File: config.mk
export PLATFORM = sky130hd
export DESIGN_NAME = mem_arbiter
export DESIGN_NICKNAME = d
export VERILOG_FILES = /design/src/rtl/mem_arb_pkg.sv /design/src/rtl/mem_arbiter.sv
export SDC_FILE = /design/constraint.sdc
export NUM_CORES = 1
export LEC_CHECK = 0
export ABC_AREA = 1
export CAP_MARGIN = 20
export CORE_UTILIZATION = 41
export DETAILED_ROUTE_END_ITERATION = 7
export GPL_ROUTABILITY_DRIVEN = 0
export GPL_TIMING_DRIVEN = 0
export MAX_ROUTING_LAYER = met4
export PLACE_DENSITY_LB_ADDON = 0.1
export REMOVE_ABC_BUFFERS = 1
export SLEW_MARGIN = 10
export SYNTH_ARGS = -nofsm -noshare
export SYNTH_HDL_FRONTEND = slang
export SYNTH_SLANG_ARGS = --single-unit
File: constraint.sdc
create_clock -name clk -period 1.5 [get_ports clk]
set_input_delay 0.3 -clock clk [delete_from_list [all_inputs] [get_ports clk]]
set_output_delay 0.3 -clock clk [all_outputs]
set_load 0.1 [all_outputs]
File: src/rtl/mem_arb_pkg.sv
// Shared types and the grant rule for the unified instruction/data memory arbiter.
package mem_arb_pkg;

  localparam int STRB_W = 4;
  localparam int WORD_W = 32;

  typedef enum logic [1:0] {IDLE, BUSY, RESP} arb_state_t;
  typedef enum logic {OWN_IF, OWN_D} arb_owner_t;

  // Data wins unless fetch has waited through the full starvation allowance.
  function automatic arb_owner_t arb_grant(input logic if_req, input logic d_req,
                                           input logic if_starved);
    if (d_req && !(if_req && if_starved)) return OWN_D;
    return OWN_IF;
  endfunction

endpackage

File: src/rtl/mem_arbiter.sv
// Single-port memory arbiter for fetch and load/store; optional MEM_ARBITER_TIMEOUT_EN aborts stalled BUSY.
// Latency: request -> m_req next cycle, m_ack -> ready pulse one cycle later, back to IDLE the cycle after.
// Backpressure: requesters hold their level until ready; memory holds off by withholding m_ack.
module mem_arbiter
  import mem_arb_pkg::*;
#(
  parameter int XLEN           = 32,
  parameter int STARVE_LIMIT   = 4,
  parameter int TIMEOUT_CYCLES = 64
) (
  input  logic              clk,
  input  logic              reset,
  input  logic              if_req,
  input  logic [XLEN-1:0]   if_addr,
  output logic              if_ready,
  output logic [WORD_W-1:0] if_rdata,
  input  logic              d_rd,
  input  logic              d_wr,
  input  logic [XLEN-1:0]   d_addr,
  input  logic [WORD_W-1:0] d_wdata,
  input  logic [STRB_W-1:0] d_wstrb,
  output logic              d_ready,
  output logic [WORD_W-1:0] d_rdata,
  output logic              m_req,
  output logic              m_we,
  output logic [XLEN-1:0]   m_addr,
  output logic [WORD_W-1:0] m_wdata,
  output logic [STRB_W-1:0] m_wstrb,
  input  logic              m_ack,
  input  logic [WORD_W-1:0] m_rdata,
  output logic              busy,
  output logic              err
);

  localparam int SW = $clog2(STARVE_LIMIT + 1);
  localparam logic [SW-1:0] STARVE_MAX = SW'(STARVE_LIMIT);

  arb_state_t        state, state_d;
  arb_owner_t        owner, owner_d, grant;
  logic [SW-1:0]     starve_cnt, starve_d;
  logic              m_req_d, m_we_d, if_ready_d, d_ready_d, busy_d, err_d;
  logic [XLEN-1:0]   m_addr_d;
  logic [WORD_W-1:0] m_wdata_d, if_rdata_d, d_rdata_d;
  logic [STRB_W-1:0] m_wstrb_d;
  logic              d_req;
  logic              tmo_hit;

  assign d_req = d_rd | d_wr;

`ifdef MEM_ARBITER_TIMEOUT_EN
  localparam int TW = $clog2(TIMEOUT_CYCLES + 1);
  localparam logic [TW-1:0] TMO_LAST = TW'(TIMEOUT_CYCLES - 1);
  logic [TW-1:0] tmo_cnt;

  // Counts BUSY cycles; zero on the first BUSY cycle of every transaction.
  always_ff @(posedge clk) begin
    if (reset || state != BUSY) tmo_cnt <= '0;
    else                        tmo_cnt <= tmo_cnt + 1'b1;
  end
  assign tmo_hit = (state == BUSY) && !m_ack && (tmo_cnt == TMO_LAST);
`else
  assign tmo_hit = 1'b0;
`endif

  always_comb begin
    state_d    = state;
    owner_d    = owner;
    grant      = OWN_IF;
    starve_d   = starve_cnt;
    m_req_d    = m_req;
    m_we_d     = m_we;
    m_addr_d   = m_addr;
    m_wdata_d  = m_wdata;
    m_wstrb_d  = m_wstrb;
    if_rdata_d = if_rdata;
    d_rdata_d  = d_rdata;
    if_ready_d = 1'b0;
    d_ready_d  = 1'b0;
    err_d      = 1'b0;

    case (state)
      IDLE: begin
        if (if_req || d_req) begin
          grant   = arb_grant(if_req, d_req, starve_cnt == STARVE_MAX);
          owner_d = grant;
          state_d = BUSY;
          m_req_d = 1'b1;
          if (grant == OWN_D) begin
            m_we_d    = d_wr;
            m_addr_d  = d_addr;
            m_wdata_d = d_wdata;
            m_wstrb_d = d_wstrb;
            if (!if_req)                      starve_d = '0;
            else if (starve_cnt != STARVE_MAX) starve_d = starve_cnt + 1'b1;
          end else begin
            m_we_d    = 1'b0;
            m_addr_d  = if_addr;
            m_wdata_d = '0;
            m_wstrb_d = '0;
            starve_d  = '0;
          end
        end
      end
      BUSY: begin
        if (m_ack || tmo_hit) begin
          state_d = RESP;
          m_req_d = 1'b0;
          err_d   = !m_ack;
          // An aborted transaction returns zero data alongside err.
          if (owner == OWN_IF) begin
            if_ready_d = 1'b1;
            if_rdata_d = m_ack ? m_rdata : '0;
          end else begin
            d_ready_d = 1'b1;
            d_rdata_d = m_ack ? m_rdata : '0;
          end
        end
      end
      RESP:    state_d = IDLE;
      default: state_d = IDLE;
    endcase

    busy_d = (state_d != IDLE);
  end

  always_ff @(posedge clk) begin
    if (reset) begin
      state      <= IDLE;
      owner      <= OWN_IF;
      starve_cnt <= '0;
      m_req      <= 1'b0;
      m_we       <= 1'b0;
      m_addr     <= '0;
      m_wdata    <= '0;
      m_wstrb    <= '0;
      if_rdata   <= '0;
      d_rdata    <= '0;
      if_ready   <= 1'b0;
      d_ready    <= 1'b0;
      busy       <= 1'b0;
      err        <= 1'b0;
    end else begin
      state      <= state_d;
      owner      <= owner_d;
      starve_cnt <= starve_d;
      m_req      <= m_req_d;
      m_we       <= m_we_d;
      m_addr     <= m_addr_d;
      m_wdata    <= m_wdata_d;
      m_wstrb    <= m_wstrb_d;
      if_rdata   <= if_rdata_d;
      d_rdata    <= d_rdata_d;
      if_ready   <= if_ready_d;
      d_ready    <= d_ready_d;
      busy       <= busy_d;
      err        <= err_d;
    end
  end

endmodule

Yosys cells after proc, flatten, opt, wreduce, memory -nomap -nowiden

Cells that the tools add are included.

Equal/unequal tests: 6
Reductions and logical operators: 14
Mux-type cells: 22
Add/sub/neg operators: 1
Bitwise logic cells: 4

Operator list:

| operator                                                                | count |
|---|---|
| 32-bit two-way mux                                                      | 2 |
| 1-bit two-way mux                                                       | 12 |
| 3-bit AND reduction                                                     | 4 |
| 3-bit two-way mux                                                       | 3 |
| 2-bit two-way mux                                                       | 2 |
| 4-bit two-way mux                                                       | 1 |
| 2-bit inequality test, second input constant                            | 2 |
| 2-bit one-hot mux with 2 select lines                                   | 1 |
| 2-bit nonzero test                                                      | 2 |
| 3-bit by 1-bit adder with 3-bit output, second input constant           | 1 |
| 3-bit == test, second input constant                                    | 1 |
| 3-bit by 2-bit inequality test with 1-bit output, second input constant | 1 |
| 3-bit inequality test, second input constant                            | 1 |
| 1-bit inverter                                                          | 3 |
| 3-bit OR reduction                                                      | 1 |
| 2-bit by 1-bit == test with 1-bit output, second input constant         | 1 |
| 1-bit logical AND                                                       | 2 |
| 1-bit zero test                                                         | 2 |
| 2-bit zero test                                                         | 1 |
| 1-bit one-hot mux with 2 select lines                                   | 1 |
| 2-bit AND reduction                                                     | 1 |
| 1-bit logical OR                                                        | 1 |
| 1-bit OR                                                                | 1 |

Output and inout bits: 138
Input port bits: 138
Logic and storage cells: 61
Register bits: 144

Longest topological paths before layout

Gate-level depths: netlist of the first run.

Word-level depth: 12
Depth in mapped cells: 9

Worst setup path before layout of the first run

OpenSTA, ideal clock, no wires.

Path type: register to register
Start point: register, netlist name m_addr[0]
End point: register m_addr[0]
Path buffers: 0
Stages on the path, launching flop included: 5
Path slack: 0.185 ns
Arrival time: 1.259 ns
Cell sequence: dfxtp_1 -> inv_1 -> a21oi_1 -> nand2_1 -> inv_1

RTL lines:

| what                 | line               | RTL |
|---|---|---|
| to (signal assigned) | mem_arbiter.sv:148 | `m_addr <= m_addr_d;` |
| to (decl)            | mem_arbiter.sv:26  | `output logic [XLEN-1:0] m_addr,` |

Worst setup path after layout of the first run

Start point: register m_wdata[29]
End point: output m_wdata[29]

RTL lines:

| what                   | line               | RTL |
|---|---|---|
| from (decl)            | mem_arbiter.sv:27  | `output logic [WORD_W-1:0] m_wdata,` |
| from (signal assigned) | mem_arbiter.sv:149 | `m_wdata <= m_wdata_d;` |

No word-level cell between the ends.

==> metrics.txt, run 1 <==
DP Worst Slack -1.42 ns; Clock power frac around a third; slew at the pin closest to its max-slew limit 0.513 ns; Die X between 100 and 150 um; worst hold slack approximately 0.31 ns; # port buffers approximately 280; worst skew pair latency between 0.4 and 0.5 ns; final WL 20900 um; filler cell count about 1300; Critical Path RT 1.20 ns; Initial Utilization 41.8%; # rows 43; RSZ-0062 raised after global routing yes; Switch Pwr 4.61 mW; # IOs approximately 280; PwrDens 1310 mW/mm^2; fraction of layout cells with a size suffix above 1 21.4%; commonest non-fill, non-tap cell in the layout nand2_1; largest net degree at the start of global routing 61; #FFs+latches synth between 100 and 150; TritonRoute pass-1 iters 4; Comb power frac between 30% and 40%; Num CTS Buffers 17; vias post-DR 6317; fin crit share 98.0%; Final nets about 1200; CP delay by family, top buffers and inverters; global-route wire length before repair 31100 um; Cells after Synth 791; Detail Placement HPWL 11700 um; Setup Viol. Count Final 0; clock slew at reported path FFs 0.06 ns; Slowest Stage Delay on Critical Path 0.43 ns; crit end category primary output; Tmin final 1.47 ns; routed vias/inst 5.06; 1st-iter DRT viols 342; Cell Int Power 7.59 mW; CP max stage cell buf_2; Die Height approximately 120 um; DRC viols 0; Area Growth Syn to Fin 60.6%; Slew headroom 65.7%; Sw Ratio a little under two fifths; unique cell type count in the Yosys netlist 18; element type at the critical path start register; total power 12.2 mW; most frequent cells in the layout nand2_1, dfxtp_1, clkdlybuf4s50_1; Mapped Area 0.00578 mm^2; area of the core 0.0138 mm^2; critical-path cell list buf_2; final worst-path setup slack around 0.03 ns; CTS tree done; clk buf depth 2; antenna violations before repair 0; CP max FO 2; hold_buf cts 0; antenna-violating nets left 0; Buf/Inv on CP 1; Flop pwr share 34.9%; vias in the first global route 5769; Max Freq 680 MHz; WL per Instance ~17 um; Yosys Warn Count 0; final number of hold-violating endpoints 0; proportion of synthesized chip area in sequential cells between 40% and 50%; Placement Cell Area 0.00868 mm^2; diode count 0; clk_skew 0.00598 ns; outcome finished, final reports clean; critical path class reg2out; Congestion Overflow GR 0; TNS Setup 0 ns; max_cap viols 0; Layout Utilization 67.1%; design area 0.00928 mm^2; H-tree depth 4; Pleak 4.18 nW; Placed Cells 1190; clock sink count 144; Avg Cell Area, Syn 7.30 um^2; GRT Total Usage ~29%; Root Driver clkbuf_16; non-filler instance count after layout 1248; die area ~0.015 mm^2; VDD IR max 0.00106 V; CP Data Arrival Time 1.17 ns; max-slew violation count 0; Worst Hold Class in2reg
logic make-up after synthesis:
kind of cell | share of synthesized area [%]
compound gates | 12.2
fa+ha+maj | 0.433
buf+inv | 9.57
flops | 49.9
other cells | 0.0649
simple gates | 27.8
path summary, 6_finish.rpt:
| kind | cells after the start | start | slack (ns) | end |
|---|---|---|---|---|
| worst min register to register | 2 | if_rdata[31] | 0.46 | if_rdata[31] |
| worst max-delay path | 1 | m_wdata[29] | 0.03 | m_wdata[29] |
| worst max register to register | 7 | state[0] | 0.08 | if_rdata[22] |
| worst min-delay path | 2 | reset | 0.31 | m_wdata[9] |
timing repair:
action,4_1_cts,5_1_grt
gates resized for setup,742,114
setup endpoints to repair,280,224
buffers inserted,9,6
pin swaps,7,4
cloned,10,3
cell type report:
type	count	area (um^2)	area share, %
clock buffers	21	450	4.85
clock inverters	10	114	1.23
inverters	78	303	3.26
multi-input cells	517	2600	28.0
flip-flops and latches	144	2890	31.1
well taps	180	225	2.43
repair buffers	297	2690	29.0
repair inverters	1	7.51	0.0809
sequential cells by signal, summed over array words and instances (netlist names), 2 cells and up:
name,cells
d_rdata,32
if_rdata,32
m_addr,32
m_wdata,32
m_wstrb,4
starve_cnt,3
state,2
synth_stat cells:
cell      number  area (um^2)
nand3_1       99          495
dfxtp_1      144         2880
nand3_2        1         10.0
buf_2         22          110
nand2_1      149          559
o21ai_0       18         90.1
inv_1         75          282
clkbuf_1      39          146
conb_1         1         3.75
nand4_1       39          244
inv_2          3         11.3
a21oi_1      109          546
ha_1           2         25.0
o21ai_1       14         70.1
nor2_2         1         6.26
nor2_1        72          270
nor2_4         2         22.5
buf_1          1         3.75
power groups by stage:
| stage | combinational [mW] | clock [mW] | sequential (mW) |
|---|---|---|---|
| CTS | 3.71 | 4.13 | 4.24 |
| global placement | 3.75 | 0 | 4.30 |
| detailed placement | 3.81 | 0 | 4.32 |
| finish | 3.87 | 4.07 | 4.25 |
| global route | 4.04 | 4.31 | 4.28 |
| floorplan | 0.676 | 0 | 6.20 |
layer usage:
metal,vias to the layer above,GRT usage (%),wire [um]
met3,27,9.06,1850
met2,252,46.4,10000
met5,-,-,0
met1,2903,33.7,8690
met4,0,8.41,335
li1,3135,-,-
Power figures use the tool's default switching activity.
==> run 2: changes to the inputs <==
--- a/config.mk
+++ b/config.mk
@@ -6,7 +6,6 @@
 export NUM_CORES = 1
 export LEC_CHECK = 0
 export ABC_AREA = 1
-export CAP_MARGIN = 20
 export CORE_UTILIZATION = 41
 export DETAILED_ROUTE_END_ITERATION = 7
 export GPL_ROUTABILITY_DRIVEN = 0
==> run 2 against run 1 <==
Net effect: fmax shrank 0.27%; clock skew fell by 0.00076 ns; clock power barely moved; via count is 0.49% lower; first-iteration DRC count down 2.9%; final cell count about the same; highest routed layer unchanged; hold slack improved by 0.079 ns; count of clock-buffer cells in the layout rose by 3; power is 0.10% lower.
==> metrics.txt, run 2 (synthesized netlist as in run 1, its figures left out) <==
outcome finished, final reports clean; # rows 43; DP Worst Slack -1.62 ns; element type at the critical path start register; met3 WL 1740 um; Pleak approximately 4.2 nW; CP Data Arrival Time ~1.2 ns; vias post-DR 6286; Slowest Stage Delay on Critical Path 0.43 ns; die area 0.0146 mm^2; top layer in use met4; H-tree depth 4; wl on met1 roughly 8900 um; clock slew at reported path FFs around 0.06 ns; CP max FO 2; worst skew pair latency 0.41 ns; Critical Path RT 1.20 ns; DRC viols 0; critical-path cell list buf_2; Die X 121 um; Final nets 1196; Num CTS Buffers 17; GRT Total Usage 28.6%; hold_buf cts 0; area of the core 0.0138 mm^2; fraction of layout cells with a size suffix above 1 21.1%; critical path class reg2out; Setup Viol. Count Final 0; clk buf depth 2; Die Height about 120 um; crit end category primary output; TritonRoute pass-1 iters 6; RSZ-0062 raised after global routing no; Tmin final 1.47 ns; WL per Instance 16.5 um; CP delay by family, top buffers and inverters; Detail Placement HPWL roughly 12000 um; Placement Cell Area approximately 0.0086 mm^2; CP max stage cell buf_2; final worst-path setup slack 0.0256 ns; commonest non-fill, non-tap cell in the layout nand2_1; CTS tree done; vias in the first global route about 5700; Worst Hold Class in2reg; # port buffers roughly 280; final WL 20600 um; design area 0.00930 mm^2; clock sink count 144; fin crit share between 90% and 100%; routed vias/inst 5.03; PwrDens 1310 mW/mm^2; most frequent cells in the layout nand2_1, dfxtp_1, clkdlybuf4s50_1; Buf/Inv on CP 1; antenna-violating nets left 0; Congestion Overflow GR 0; VDD IR max 0.000880 V; Root Driver clkbuf_16; Max Freq 678 MHz; Initial Utilization between 40% and 50%; diode count 0; Area Growth Syn to Fin 60.9%; slew at the pin closest to its max-slew limit approximately 0.53 ns; max_cap viols 0; Slew headroom 64.4%; antenna violations before repair 0; clk_skew 0.00523 ns; total power 12.2 mW; max-slew violation count 0; # IOs 276; 1st-iter DRT viols 332; final number of hold-violating endpoints 0; largest net degree at the start of global routing 61; WL met2 9610 um; global-route wire length before repair 31100 um
## run 2: what timing repair did
| action | in CTS | in global routing |
|---|---|---|
| pin swaps | 7 | 2 |
| setup endpoints to repair | 280 | 224 |
| endpoints found under the hold margin | 0 | 0 |
| setup buffers | 9 | 5 |
| gates cloned | 12 | 3 |
| resized for setup | 723 | 114 |
## run 2: area by class of cell
cell class                 count  area, um^2
fill                        1218        4530
sequential                   144        2890
clock inverter                 8        78.8
timing repair inverter         1        7.51
multi-input combinational    518        2610
clock buffer                  24         502
timing repair buffer         296        2690
inverter                      78         299
tap                          180         225
## run 2: metal layers
layer  vias to the layer above  global-route usage, %
met5                         -                      -
met4                         0                   9.88
met3                        28                   8.44
met2                       259                   44.8
met1                      2865                   35.0
li1                       3134                      -
## run 2: power breakdown
group / total, mW / internal, mW / switching [mW]
logic: 3.85 / 0.993 / 2.86
registers: 4.24 / 4.10 / 0.139
clock network: 4.08 / 2.50 / 1.58
## run 2: path summary, 6_finish.rpt
check / slack, ns / start / cells after the start / end
max: 0.03 / d_rdata[5] / 1 / d_rdata[5]
min reg2reg: 0.46 / if_rdata[31] / 2 / if_rdata[31]
max reg2reg: 0.09 / starve_cnt[1] / 9 / m_addr[7]
min: 0.39 / reset / 2 / m_wdata[9]
## run 2: metrics by stage
| step | TNS (ns) | util, % | instances | hold WS, ns |
|---|---|---|---|---|
| 2_1_floorplan | -151.14 | - | 729 | 0.369 |
| 3_5_place_dp | -204.01 | 62.5 | 1188 | 0.454 |
| 5_1_grt | 0 | 67.3 | 1249 | 0.397 |
| 6_report | 0 | 67.3 | 1249 | 0.388 |
| 3_3_place_gp | -546.02 | 61.4 | 1184 | 0.447 |
| 4_1_cts | 0 | 64.4 | 1241 | 0.404 |
